==> src/rtl/dma_engine.sv <==
// dma_engine
//   Sequences DMA transfers programmed by the MMIO register block.
//   H2D: host write stream beats become device memory writes.
//   D2H: device memory reads are buffered in a small FIFO and streamed out
//        as {data, D2H_TAG}, with the output path held for the whole transfer.
// Ports
//   aclk, aresetn                  clock, synchronous active-low reset
//   dma_start/direction/addrs/len  command from the register block
//   mmio_read_valid                register block still owns the output path
//   clear_dma_start, dma_status*,
//   dma_tx_len*, dma_output_active status back to the register block
//   h2d_*                          host write stream (in)
//   d2h_*                          output stream (out)
//   mem_rd_*                       read request (valid/ready) + in-order response
//   mem_wr_*                       write request (valid/ready)
module dma_engine #(
  parameter int         FIFO_DEPTH = 4,
  parameter logic [7:0] D2H_TAG    = 8'd3
) (
  input  logic        aclk,
  input  logic        aresetn,
  input  logic        dma_start,
  input  logic        dma_direction,
  input  logic [63:0] dma_src_addr,
  input  logic [63:0] dma_dst_addr,
  input  logic [63:0] dma_len,
  input  logic        mmio_read_valid,
  output logic        clear_dma_start,
  output logic        dma_status,
  output logic        dma_status_valid,
  output logic [63:0] dma_tx_len,
  output logic        dma_tx_len_valid,
  output logic        dma_output_active,
  input  logic [63:0] h2d_data,
  input  logic        h2d_valid,
  output logic        h2d_ready,
  output logic [71:0] d2h_data,
  output logic        d2h_valid,
  input  logic        d2h_ready,
  output logic        mem_rd_req,
  output logic [63:0] mem_rd_addr,
  input  logic        mem_rd_ready,
  input  logic [63:0] mem_rd_data,
  input  logic        mem_rd_valid,
  output logic        mem_wr_en,
  output logic [63:0] mem_wr_addr,
  output logic [63:0] mem_wr_data,
  output logic [7:0]  mem_wr_strb,
  input  logic        mem_wr_ready
);
  localparam int AW = (FIFO_DEPTH > 1) ? $clog2(FIFO_DEPTH) : 1;
  localparam int CW = AW + 1;
  localparam logic [CW:0] DEPTH_C = (CW+1)'(FIFO_DEPTH);

  typedef enum logic [2:0] {S_IDLE, S_H2D, S_D2H_WAIT, S_D2H, S_DONE} state_t;

  state_t        state_q, state_d;
  logic          first_q;
  logic          status_q;
  logic [63:0]   txlen_q;
  logic [63:0]   src_q, dst_q, len_q;
  logic [60:0]   beats_q;
  logic [60:0]   bcnt_q;   // H2D writes done / D2H beats output
  logic [60:0]   rcnt_q;   // D2H reads issued
  logic [CW-1:0] outst_q;
  logic [CW-1:0] fcnt_q;
  logic [AW-1:0] wp_q, rp_q;
  logic [63:0]   fifo_q [FIFO_DEPTH];

  logic        go, last_beat, push, pop, rd_hs, wr_hs, credit;
  logic [2:0]  tail;
  logic [7:0]  tail_mask;
  logic [CW:0] credit_sum;
  logic [63:0] head_masked;

  assign go         = (state_q == S_IDLE) && dma_start;
  assign last_beat  = (bcnt_q == beats_q - 61'd1);
  assign tail       = len_q[2:0];
  assign tail_mask  = ~(8'hFF << tail);
  // Sum of in-flight reads and buffered beats never exceeds the FIFO size,
  // so responses (which cannot be stalled) always have a slot.
  assign credit_sum = {1'b0, outst_q} + {1'b0, fcnt_q};
  assign credit     = credit_sum < DEPTH_C;
  assign push       = (state_q == S_D2H) && mem_rd_valid;
  assign rd_hs      = mem_rd_req && mem_rd_ready;
  assign wr_hs      = mem_wr_en && mem_wr_ready;
  assign pop        = d2h_valid && d2h_ready;

  always_comb begin
    head_masked = fifo_q[rp_q];
    for (int b = 0; b < 8; b++)
      if (last_beat && tail != 3'd0 && !tail_mask[b]) head_masked[b*8 +: 8] = 8'h00;
  end

  always_comb begin
    state_d           = state_q;
    clear_dma_start   = first_q;
    dma_status        = status_q;
    dma_status_valid  = first_q || (state_q == S_DONE);
    dma_tx_len        = txlen_q;
    dma_tx_len_valid  = (state_q == S_DONE);
    dma_output_active = 1'b0;
    h2d_ready         = 1'b0;
    d2h_valid         = 1'b0;
    d2h_data          = '0;
    mem_rd_req        = 1'b0;
    mem_rd_addr       = '0;
    mem_wr_en         = 1'b0;
    mem_wr_addr       = '0;
    mem_wr_data       = '0;
    mem_wr_strb       = '0;
    unique case (state_q)
      S_IDLE: begin
        if (dma_start) begin
          if (dma_len == 64'd0)  state_d = S_DONE;
          else if (dma_direction) state_d = S_D2H_WAIT;
          else                    state_d = S_H2D;
        end
      end
      S_H2D: begin
        h2d_ready   = mem_wr_ready;
        mem_wr_en   = h2d_valid;
        mem_wr_addr = dst_q + {bcnt_q, 3'b000};
        mem_wr_data = h2d_data;
        mem_wr_strb = (last_beat && tail != 3'd0) ? tail_mask : 8'hFF;
        if (wr_hs && last_beat) state_d = S_DONE;
      end
      S_D2H_WAIT: begin
        dma_output_active = 1'b1;
        if (!mmio_read_valid) state_d = S_D2H;
      end
      S_D2H: begin
        dma_output_active = 1'b1;
        mem_rd_req        = (rcnt_q != beats_q) && credit;
        mem_rd_addr       = mem_rd_req ? src_q + {rcnt_q, 3'b000} : 64'd0;
        d2h_valid         = (fcnt_q != '0);
        d2h_data          = d2h_valid ? {head_masked, D2H_TAG} : 72'd0;
        if (pop && last_beat) state_d = S_DONE;
      end
      S_DONE:  state_d = S_IDLE;
      default: state_d = S_IDLE;
    endcase
  end

  always_ff @(posedge aclk) begin
    if (!aresetn) begin
      state_q  <= S_IDLE;
      first_q  <= 1'b0;
      status_q <= 1'b0;
      txlen_q  <= '0;
      src_q    <= '0;
      dst_q    <= '0;
      len_q    <= '0;
      beats_q  <= '0;
      bcnt_q   <= '0;
      rcnt_q   <= '0;
      outst_q  <= '0;
      fcnt_q   <= '0;
      wp_q     <= '0;
      rp_q     <= '0;
    end else begin
      state_q <= state_d;
      first_q <= (state_q == S_IDLE) && (state_d != S_IDLE);
      if (go) begin
        src_q   <= dma_src_addr & ~64'h7;
        dst_q   <= dma_dst_addr & ~64'h7;
        len_q   <= dma_len;
        beats_q <= dma_len[63:3] + 61'(|dma_len[2:0]);
        bcnt_q  <= '0;
        rcnt_q  <= '0;
        outst_q <= '0;
        fcnt_q  <= '0;
        wp_q    <= '0;
        rp_q    <= '0;
        if (state_d != S_DONE) status_q <= 1'b0;
      end else begin
        if (wr_hs || pop) bcnt_q <= bcnt_q + 61'd1;
        if (rd_hs)        rcnt_q <= rcnt_q + 61'd1;
        outst_q <= outst_q + CW'(rd_hs) - CW'(push);
        fcnt_q  <= fcnt_q + CW'(push) - CW'(pop);
        if (push) wp_q <= wp_q + AW'(1);
        if (pop)  rp_q <= rp_q + AW'(1);
      end
      if (state_d == S_DONE && state_q != S_DONE) begin
        status_q <= 1'b1;
        txlen_q  <= go ? dma_len : len_q;
      end
    end
  end

  always_ff @(posedge aclk) begin
    if (push) fifo_q[wp_q] <= mem_rd_data;
  end
endmodule

==> config.mk <==
export PLATFORM = sky130hd
export DESIGN_NAME = dma_engine
export DESIGN_NICKNAME = d
export VERILOG_FILES = /design/src/rtl/dma_engine.sv
export SDC_FILE = /design/constraint.sdc
export NUM_CORES = 2
export LEC_CHECK = 0
export BUFFER_PORTS_ARGS = -buffer_cell sky130_fd_sc_hd__buf_2
export CORE_MARGIN = 2
export CORE_UTILIZATION = 40
export DETAILED_ROUTE_END_ITERATION = 16
export GPL_ROUTABILITY_DRIVEN = 0
export HOLD_SLACK_MARGIN = 0.03
export PLACE_DENSITY = 0.64
export SYNTH_ARGS = -nofsm -noshare
export SYNTH_HDL_FRONTEND = slang
export SYNTH_SLANG_ARGS = --single-unit
==> constraint.sdc <==
create_clock -name aclk -period 4.8 [get_ports aclk]
set_input_delay 0.72 -clock aclk [delete_from_list [all_inputs] [get_ports aclk]]
set_output_delay 0.72 -clock aclk [all_outputs]
set_load 0.005 [all_outputs]
==> impl_metrics.py <==
metrics = {
    "floorplanning": {
        "start_util_pct": 40.19,
        "die_w_um": 312.5,
        "die_y_um": 312.5,
        "io_pins": 675,
        "coreArea_um2": 94730,
        "std_cell_rows": 113,
        "die_area_um2": 97660,
    },
    "layout": {
        "n_fill_cell": 8766,
        "final_cells": 5934,
        "final_cell_mix": "buf_2 (654), dfxtp_1 (410), nand2_1 (339), nor2_1 (318), edfxtp_1 (256)",
        "mostFrequentLayoutCell": "buf_2",
        "multi_input_comb_area_um2": 21400,
        "final_util_pct": 50.14,
        "area_growth_pct": 24.76,
        "final_nets": 5065,
        "register_area_um2": 16780,
        "drive_above_1_share_pct": 28.12,
    },
    "setup_path": {
        "reg2reg_to": "dma_tx_len[54]$_SDFFE_PN0P_",
        "required_ns": 4.08,
        "crit_path_start_kind": "flop",
        "r2r_cells": 15,
        "rrSetupSlack_ns": 0.39,
        "arrival_ns": 4.47,
        "cp-startpoint": "beats_q[19]$_SDFFE_PN0P_",
        "crit_path_end_kind": "output pin",
        "timing.rr.start": "beats_q[4]$_SDFFE_PN0P_",
        "critPathKind": "flop to output pin",
        "critPathMaxFanout": 7,
    },
    "cts": {
        "worstSkewPairLatency_ns": 0.68,
        "clockRootBuffer": "clkbuf_16",
        "cts_max_path_buffers": 3,
        "htree_levels": 3,
        "hold_buffers": 0,
        "cts_made_buffers": 79,
        "cts.sinks": 706,
        "clk_pin_slew_ns": 0.06,
        "cts_tree": "done",
    },
    "logic_synthesis": {
        "synth.area.top_cells": "dfxtp_1 (24%), edfxtp_1 (20%), xnor2_1 (4.5%)",
        "synth_area_um2": 38070,
        "async_reset_ff_share_pct": 0,
        "synth_top_cell_by_area": "dfxtp_1",
        "synthCells": 3886,
        "synthFlopType": "dfxtp_1",
        "synth_seq_area_share_pct": 43.86,
        "syn_area_per_cell_um2": 9.796,
        "yosys.area.top_type_share_pct": 23.66,
        "yosys_warnings": 0,
        "synth_edf_count": 256,
        "ys_ff_latch": 706,
        "synth_cell_types": 83,
    },
    "grt": {
        "gr-usage-met3_pct": 5.322,
        "use_met1_pct": 32.09,
        "top_usage_layer": "met2",
        "antenna_found_initial": 20,
        "grt_usage_pct": 24.72,
        "grt_pass1_vias": 30600,
        "gr-usage-met2_pct": 40.95,
        "grt_max_degree": 169,
        "grt_first_pass_wirelength_um": 185800,
        "overflow": 0,
    },
    "detailed_routing": {
        "antenna_left": 0,
        "first_pass_iters": 6,
        "drt_first_iter_violations": 2483,
        "via_count": 32280,
        "finalWirelength_um": 126400,
        "vias_per_cell": 5.441,
        "routedWlPerCell_um": 21.30,
        "post-route-drc-count": 0,
    },
    "power": {
        "power_frac_clock_pct": 42.1,
        "ir_worst_vdd_uv": 336.3,
        "power.switching_mw": 4.105,
        "p_comb_share_pct": 13.6,
        "netSwitchingFraction_pct": 27.58,
        "p_int_mw": 10.78,
        "p_leak_nw": 20.04,
        "power_frac_seq_pct": 44.2,
        "powerDensity_nw_per_um2": 313.4,
    },
    "sta": {
        "fmax_ghz": 0.1925,
        "final-hold-violation-count": 0,
        "relSlewSlack_pct": 21.50,
        "timing.setup.tns_ns": -18.91,
        "tightest_slew_ns": 1.175,
        "fin_ws_ns": -0.3938,
        "fin_crit_sh_pct": 108.2,
        "period_needed_ns": 5.194,
        "finClkSkew_ns": 0.03837,
        "rsz0062_at_grt": "yes",
        "hold_ws_ns": 0.2447,
        "drv_slew": 0,
        "setup_viol": 67,
    },
    "hold_path": {
        "hp-class": "primary input to flop",
        "hold_path_startpoint": "dma_dst_addr[6]",
        "hold_end": "dst_q[6]$_SDFFE_PN0P_",
        "whs_path_depth": 2,
    },
    "flow_run": {
        "maxCapViolations": 0,
    },
    "outcome": {
        "violations": "negative setup slack",
        "status": "finished, violations left",
    },
    "placed_design": {
        "place_hpwl_um": 94440,
        "dp.cells": 5730,
        "port_buffers": 656,
    },
}
[metal layers]
metal  up-vias  routed length, µm
met3       217               8868
met1     15470              53630
met5         -                175
met4        28               4183
met2      1088              59510
li1      15480                  -
[repair_timing]
action / in CTS / in global routing
buffers inserted: 22 / 31
pin swaps: 37 / 61
setup endpoints to repair: 92 / 93
resized for setup: 126 / 159
[worst max-delay path, cell delays in order (launching register included)]
cell and delay, ns:
dfxtp_2 0.31, or4_4 0.57, nor4_4 0.37, nand3_4 0.22
nor4_4 0.24, xnor2_2 0.12, or4_4 0.56, nor4_4 0.22
nand4_1 0.20, buf_6 0.19, or2_4 0.26, a21oi_4 0.17
buf_12 0.15, nor2_1 0.04, buf_2 0.16
[metrics by stage]
step           setup WS [ns]  total power, mW  cell area, µm²
6_report             -0.3938            14.88           47500
5_1_grt              -0.5692            15.43           47490
4_1_cts              -0.4707            14.91           46590
3_5_place_dp        -0.01029            8.576           43210
3_3_place_gp         0.02864            8.554           43210
2_1_floorplan         0.3175            7.798           38110
[Yosys cell counts, types with 6 or more instances]
master,count
edfxtp_1,256
or4_1,15
a311oi_1,9
a22o_1,128
o211ai_1,14
buf_1,12
xnor2_1,194
mux2_2,28
nand3_1,99
and4_1,23
a211oi_1,49
nor3_1,48
buf_4,16
a21oi_1,219
a21o_1,76
a31o_2,7
mux2_4,38
or3_1,68
nor3b_1,6
xor2_1,191
o21bai_1,16
or2_2,9
mux4_2,64
inv_1,67
o21ai_0,138
nand2b_1,23
nor2_1,336
o211a_1,21
nor2b_1,63
nand4_1,61
clkbuf_1,175
mux2i_1,8
ha_1,135
and2_1,211
o31ai_1,14
nor4_1,58
and3_1,75
dfxtp_1,450
a2111oi_0,6
nand2_1,344
a31oi_1,16
o21a_1,12
[power by group through the flow]
stage,logic [mW],clock network (mW),registers [mW]
after floorplan,1.18,0,6.62
after global placement,1.86,0,6.70
after detailed placement,1.88,0,6.70
after CTS,1.94,6.40,6.57
after global routing,2.20,6.63,6.60
final,2.03,6.27,6.58
[registers in the layout, summed over array words and instances, names as in the netlist, named ones only]
signal           flops
bcnt_q              61
beats_q             61
clear_dma_start      1
dma_status           1
dma_tx_len          64
dst_q               61
fcnt_q               3
fifo_q             256
len_q               64
outst_q              3
rcnt_q              61
rp_q                 2
src_q               61
state_q              3
wp_q                 2
[worst max-delay path by stage]
stage / to / slack (ns) / depth (start not counted)
CTS: mem_wr_strb[6] / -0.47 / 16
detailed placement: mem_wr_strb[6] / -0.01 / 16
finish: mem_wr_strb[5] / -0.39 / 14
global route: mem_wr_strb[5] / -0.57 / 14
global placement: mem_wr_strb[6] / 0.03 / 16
floorplan: d2h_data[48] / 0.32 / 14
[cell families after synthesis]
family | after synthesis | share of synthesized area, %
AO/OA/AOI/OAI | 767 | 13.52
XOR/XNOR | 385 | 8.858
other | 1 | 0.009851
adder cells (fa/ha/maj) | 139 | 4.647
buffers and inverters | 279 | 3.020
flip-flops | 706 | 43.86
AND/OR/NAND/NOR | 1471 | 19.77
multiplexers | 138 | 6.324
[final cells by class]
type / instances / share of cell area [%]
Timing Repair Buffer: 830 / 10.01
Antenna cell: 7 / 0.03688
Clock inverter: 47 / 1.172
Clock buffer: 100 / 4.542
Tap cell: 1265 / 3.332
Inverter: 67 / 0.5348
Multi-Input combinational cell: 2912 / 45.05
Sequential cell: 706 / 35.32
(Power assumes the default switching activity.)
